===== config.mk =====
export PLATFORM = sky130hd
export DESIGN_NAME = proc_elem
export DESIGN_NICKNAME = d
export VERILOG_FILES = /design/src/rtl/proc_elem.sv
export SDC_FILE = /design/constraint.sdc
export NUM_CORES = 2
export LEC_CHECK = 0
export ABC_AREA = 1
export CAP_MARGIN = 10
export CORE_MARGIN = 2
export CORE_UTILIZATION = 35
export DETAILED_ROUTE_END_ITERATION = 6
export HOLD_SLACK_MARGIN = 0.03
export SLEW_MARGIN = 20
export SYNTH_ARGS = -nofsm -noshare
export SYNTH_HDL_FRONTEND = slang
export SYNTH_SLANG_ARGS = --single-unit

===== constraint.sdc =====
create_clock -name clk -period 4.4 [get_ports clk]
set_clock_uncertainty 0.2 [all_clocks]
set_input_delay 0.66 -clock clk [delete_from_list [all_inputs] [get_ports clk]]
set_output_delay 0.66 -clock clk [all_outputs]
set_load 0.02 [all_outputs]

===== src/rtl/proc_elem.sv =====
// Convolution processing element: KxK window times KxK kernel, summed through a
// pipelined binary adder tree. One window per clock, fixed latency of 1 + clog2(K*K).
module proc_elem #(
   parameter int KERNEL_SIZE = 3,
   parameter int PX_SIZE = 8,
   localparam int NUM_INPUTS = KERNEL_SIZE * KERNEL_SIZE,
   localparam int ADDER_IN_SIZE = 2 * PX_SIZE,
   localparam int TREE_LEVELS = $clog2(NUM_INPUTS),
   localparam int ADDER_OUT_SIZE = ADDER_IN_SIZE + TREE_LEVELS,
   localparam int LATENCY = 1 + TREE_LEVELS
) (
   input  logic                                               clk,
   input  logic                                               rst,
   input  logic                                               in_valid,
   input  logic [KERNEL_SIZE-1:0][KERNEL_SIZE-1:0][PX_SIZE-1:0] img_in,
   input  logic [KERNEL_SIZE-1:0][KERNEL_SIZE-1:0][PX_SIZE-1:0] kernel_in,
   output logic                                               out_valid,
   output logic [ADDER_OUT_SIZE-1:0]                          img_out
);

   // Valid-only streaming: a window is accepted on every edge where in_valid=1 and
   // its sum appears with out_valid=1 exactly LATENCY edges later; no ready/stall.
   logic [LATENCY-1:0] vld;

   always_ff @(posedge clk) begin
      if (rst) vld <= '0;
      else     vld <= (vld << 1) | LATENCY'(in_valid);
   end

   assign out_valid = vld[LATENCY-1];

   // Level 0 holds the products; each later level halves the operand count
   // (rounding up) and grows one bit. Flat operand index i maps to [i/K][i%K].
   for (genvar l = 0; l <= TREE_LEVELS; l++) begin : g_lvl
      localparam int W   = ADDER_IN_SIZE + l;
      localparam int CNT = (NUM_INPUTS + (1 << l) - 1) >> l;
      for (genvar i = 0; i < CNT; i++) begin : g_node
         logic [W-1:0] q;
         if (l == 0) begin : g_mul
            always_ff @(posedge clk) begin
               if (rst) q <= '0;
               else     q <= W'(img_in[i / KERNEL_SIZE][i % KERNEL_SIZE]) *
                             W'(kernel_in[i / KERNEL_SIZE][i % KERNEL_SIZE]);
            end
         end else begin : g_add
            localparam int PCNT = (NUM_INPUTS + (1 << (l - 1)) - 1) >> (l - 1);
            if (2 * i + 1 < PCNT) begin : g_pair
               always_ff @(posedge clk) begin
                  if (rst) q <= '0;
                  else     q <= W'(g_lvl[l-1].g_node[2*i].q) + W'(g_lvl[l-1].g_node[2*i+1].q);
               end
            end else begin : g_pass
               // Odd leftover operand rides through unchanged to keep levels aligned.
               always_ff @(posedge clk) begin
                  if (rst) q <= '0;
                  else     q <= W'(g_lvl[l-1].g_node[2*i].q);
               end
            end
         end
      end
   end

   assign img_out = ADDER_OUT_SIZE'(g_lvl[TREE_LEVELS].g_node[0].q);

endmodule


; Word level (Yosys, flattened, before mapping)
; Index checks and enable logic that the tools add are counted.
; W data, S select, Z words.
[totals]
reg_bits = 346
latchBits = 0
ramBits = 0
romBits = 0
out_inout_bits = 21
memories = 0
[classes]
addsub = 8
mul = 9
n_div = 0
n_lt_le_gt_ge = 0
n_eq_ne = 0
n_shift = 0
muxes = 0
n_bitwise = 1
reduce_logical = 0
[op_table]
columns = op, count
row1 = $mul A8 B8 Y16, 9
row2 = $add A16 B16 Y17, 4
row3 = $add A17 B17 Y18, 2
row4 = $add A19 B19 Y20, 1
row5 = $add A18 B18 Y19, 1
row6 = $or A5 B1 Y5, 1

; Logic depth before layout (Yosys ltp)
[depth]
depth_word = 1
mapped_depth = 19
mapped_depth_nobuf = 18

; Worst setup path before layout
; OpenSTA, ideal clock, no wires.
[synth_timing]
path_kind = input to register
startpoint = input kernel_in[42] (netlist name)
endpoint = register g_lvl[0].g_node[5].q[10]
arrival_ns = 3.977
path_slack_ns = 0.106
stages = 17
n_path_buf = 1
path_cell_list = clkbuf_1 > nand2_1 > inv_1 > fa_1 > inv_1 > fa_1 > inv_1 > fa_1 > inv_1 > fa_1 > inv_1 > ha_1 > a21oi_1 > o21ai_0 > a21oi_1 > xor2_1 > nor2_1
[synth_via]
elab_chain_cells = 1
[synth_lines]
columns = element, line
row1 = start: declaration, 16  ; input logic [KERNEL_SIZE-1:0][KERNEL_SIZE-1:0][PX_SIZE-1:0] kernel_in,
row2 = $mul A8 B8 Y16, 42  ; else q <= W'(img_in[i / KERNEL_SIZE][i % KERNEL_SIZE]) *
row3 = end signal: assignment, 42
row4 = end: declaration, 38  ; logic [W-1:0] q;
; Every way passes these cells.
; A chain may end at the register's enable or synchronous reset.

; Worst setup path in the final report
[layout_timing]
startpoint = input img_in[3] (netlist name)
endpoint = register g_lvl[0].g_node[0].q[8]
[layout_via]
elab_chain_cells = 1
[layout_lines]
columns = element, line
row1 = start: declaration, 15  ; input logic [KERNEL_SIZE-1:0][KERNEL_SIZE-1:0][PX_SIZE-1:0] img_in,
row2 = $mul A8 B8 Y16, 42
row3 = end signal: assignment, 42
row4 = end: declaration, 38
; Every way passes these cells.

==> impl_metrics.py <==
metrics = {
    "clock_network": {
        "clock_path_buffers": 3,
        "hold_buffers": 0,
        "htree_levels": 2,
        "worstSkewPairLatency_ns": 0.57,
        "cts-root-buf": "clkbuf_16",
        "cts_tree": "done",
        "clock-sinks": 340,
        "clk_pin_slew_ns": 0.06,
        "numCtsBuffers": 40,
    },
    "timing": {
        "finalHoldViolCount": 0,
        "setup_viol": 0,
        "fmax_mhz": 233.3,
        "period_share": 0.9744,
        "slew_headroom": 0.4844,
        "rsz0062_at_grt": "true",
        "slew_viol_final": 0,
        "worst_slew_pin_slew_ns": 0.7735,
        "tns_ns": 0,
        "min_period_ns": 4.287,
        "hold_ws_ns": 0.1756,
    },
    "routing": {
        "drc": 0,
        "drtIter0Drc": 1295,
        "dr.pass1.iters": 6,
        "wl_per_cell_microns": 11.67,
        "ant_nets": 0,
        "vias": 31285,
        "drt-total-wl_microns": 81800,
        "via_per_inst": 4.462,
    },
    "global_route": {
        "met1_usage": 0.2069,
        "gr-usage-all-layers": 0.1613,
        "antenna_found_initial": 2,
        "grt_max_degree": 95,
        "grt_pass1_wl_microns": 143400,
        "use_met2": 0.2935,
        "grt_pass1_vias": 31345,
        "grt.met3_usage": 0.01451,
        "grt-busiest-layer": "met2",
        "grt_overflow": 0,
    },
    "job": {
        "maxCapViolations": 0,
    },
    "power": {
        "power_switching_mw": 8.750,
        "internal_power_mw": 11.10,
        "power.density_nw_per_um2": 459.5,
        "power_mw": 19.85,
        "swShare": 0.4409,
        "pwr-share-clk": 0.174,
        "peakVddDrop_uv": 223.9,
        "p_leak_nw": 25.79,
        "combPwrFrac": 0.610,
        "seqPwrFrac": 0.215,
    },
    "critical_path": {
        "r2r_end": "img_out[8]",
        "rrSetupSlack_ns": 2.23,
        "cp-end-kind": "flop",
        "cp_slowest_cell": "fa_1",
        "cp.required_ns": 4.63,
        "path_cells": "clkdlybuf4s50_1 > buf_4 > nand2_1 > inv_1 > fa_1 > fa_1 > fa_1 > inv_1 > fa_1 > inv_1 > ha_1 > nand2_1 > o21ai_0 > a21oi_1 > o21ai_0 > a21oi_1",
        "slowest_delay_ns": 0.56,
        "r2r_start": "g_lvl[3].g_node[1].q[0]",
        "cp-start-kind": "primary input",
        "path_buf_inv": 5,
        "critPathLaunch": "img_in[3]",
        "cp_top_family": "adder cells",
        "critPathArrivalTime_ns": 4.52,
        "worstPathMaxFanout": 4,
        "reg2reg_depth": 10,
        "timing_worst_setup_path_type": "in -> reg",
        "crit_top_cell": "fa_1",
    },
    "placed_design": {
        "placed_cells": 6932,
        "port_buffers": 167,
        "routabilityCongestion": 0.8644,
        "hpwlAfterDp_microns": 68570,
        "place_area_sq_um": 41300,
    },
    "finish": {
        "fin_area_sq_um": 43190,
        "stdcell_count": 7012,
        "drive_above_1_share": 0.09218,
        "nNetsFinal": 6545,
        "syn2layout_area_growth_pct": 20.33,
    },
    "worst_hold_path": {
        "hold_depth": 2,
        "worstHoldStart": "vld[2]",
        "min_path_type": "reg -> reg",
        "hold_path_end": "vld[3]",
    },
    "logic_synthesis": {
        "syn_area_per_cell_sq_um": 6.886,
        "synth.distinct_cells": 34,
        "synth_xor_area_frac": 0.003660,
        "muxShareOfSynthArea": 0,
        "synth_warnings": 0,
        "synth_top_family_by_area": "adder cells",
        "syn_area_sq_um": 35890,
        "synthSimpleGateAreaFrac": 0.2217,
        "synthAdderAreaFrac": 0.3441,
        "synth-seq-area-share": 0.1896,
        "ys_ff_latch": 340,
        "synth_compound_area_frac": 0.08705,
        "syn_nets": 6147,
        "syn_inst": 5212,
    },
    "floorplan": {
        "die_y_microns": 324.2,
        "initial_core_util": 0.3528,
        "die_w_microns": 324.2,
        "core_area_sq_um": 101700,
        "io_pins": 168,
        "row_count": 117,
        "die_area_sq_um": 105100,
    },
    "run_status": {
        "status": "completed",
    },
}
how the worst max path moves through the flow:
stage                                           to  cells after the start
after floorplan           g_lvl[0].g_node[5].q[10]                     17
after global placement     g_lvl[0].g_node[6].q[9]                     16
after detailed placement  g_lvl[0].g_node[4].q[10]                     14
after CTS                  g_lvl[0].g_node[6].q[9]                     16
after global routing      g_lvl[0].g_node[0].q[12]                     18
final                      g_lvl[0].g_node[0].q[8]                     16
cells in the mapped netlist (all sizes together):
cell type	count	area, sq um
xor2	15	131.4
nand2	1298	4887
a21oi	334	1672
a31oi	18	112.6
o211ai	1	7.510
dfxtp	340	6807
o21a	17	127.6
nor2	499	1873
or2	1	6.260
and2	9	57.56
clkbuf	140	526.8
nor3b	1	7.510
a21o	11	82.58
fa	332	6646
o21bai	15	112.6
ha	456	5705
nand3b	3	22.52
o21ai	193	996.0
buf	42	219.0
nand3	165	835.8
inv	1272	4775
nand4	14	87.58
o31ai	1	7.510
o22ai	1	6.260
nor3	34	180.2
area by class of cell:
class	count	area, sq um
Timing Repair Buffer	538	4637
Clock buffer	52	1117
Fill cell	10509	58550
Multi-Input combinational cell	3418	23860
Tap cell	1368	1712
Clock inverter	21	267.8
Inverter	1272	4780
Antenna cell	3	7.507
Sequential cell	340	6807
power by group through the flow:
| stage | Sequential, mW | Clock (mW) | Combinational [mW] |
|---|---|---|---|
| floorplan | 4.20 | 0 | 7.87 |
| global placement | 4.36 | 0 | 11.6 |
| detailed placement | 4.35 | 0 | 11.7 |
| CTS | 4.29 | 3.59 | 11.8 |
| global route | 4.34 | 3.70 | 14.1 |
| finish | 4.28 | 3.46 | 12.1 |
stage by stage:
step | setup slack [ns] | utilization
after floorplan | 0.1062 | -
after global placement | -0.5678 | 0.4060
after detailed placement | -0.5929 | 0.4060
after CTS | 0.004823 | 0.4196
after global routing | -0.03448 | 0.4244
final | 0.1128 | 0.4245
routing by layer:
| metal | share of wire | up-vias |
|---|---|---|
| li1 | - | 16442 |
| met1 | 0.47 | 14411 |
| met2 | 0.49 | 350 |
| met3 | 0.027 | 82 |
| met4 | 0.016 | 0 |
| met5 | 0 | - |
worst reg2reg max path: cells and delay by family, from the launching register on:
kind,cells,cell delay [ns]
adders and majority gates,2,0.60
and+or+nand+nor,4,0.40
DFF,1,0.36
AOI/OAI and AO/OA,2,0.31
buffers and inverters,2,0.20
flip-flops by register name (all words and copies together), names as in the netlist:
signal	count
vld	5
g_lvl.g_node.q	315
img_out	20
cells by family after synthesis:
| group | Yosys count |
|---|---|
| compound gates | 591 |
| fa+ha+maj | 788 |
| xor+xnor | 15 |
| flops | 340 |
| simple gates | 2024 |
| buf+inv | 1454 |
cell usage in the layout, fill, tap and decap left out, types with 14 or more instances in the layout:
cell type and instances:
a21oi_1 302, a21oi_2 31, a31oi_1 14, buf_4 370
clkbuf_16 41, clkdlybuf4s50_1 98, dfxtp_1 340, dlymetal6s2s_1 67
fa_1 332, ha_1 447, inv_1 1271, nand2_1 1288
nand3_1 162, nand4_1 14, nor2_1 494, nor3_1 32
o21a_1 17, o21ai_0 158, o21ai_1 21, o21ai_2 14
o21bai_1 15, xor2_1 15
timing repair:
item	in CTS	in global routing
buffers inserted	1	3
endpoints found under the hold margin	0	0
pin swaps	0	6
setup endpoints to repair	2	78
resized for setup	1	151
(Power assumes the default switching activity.)
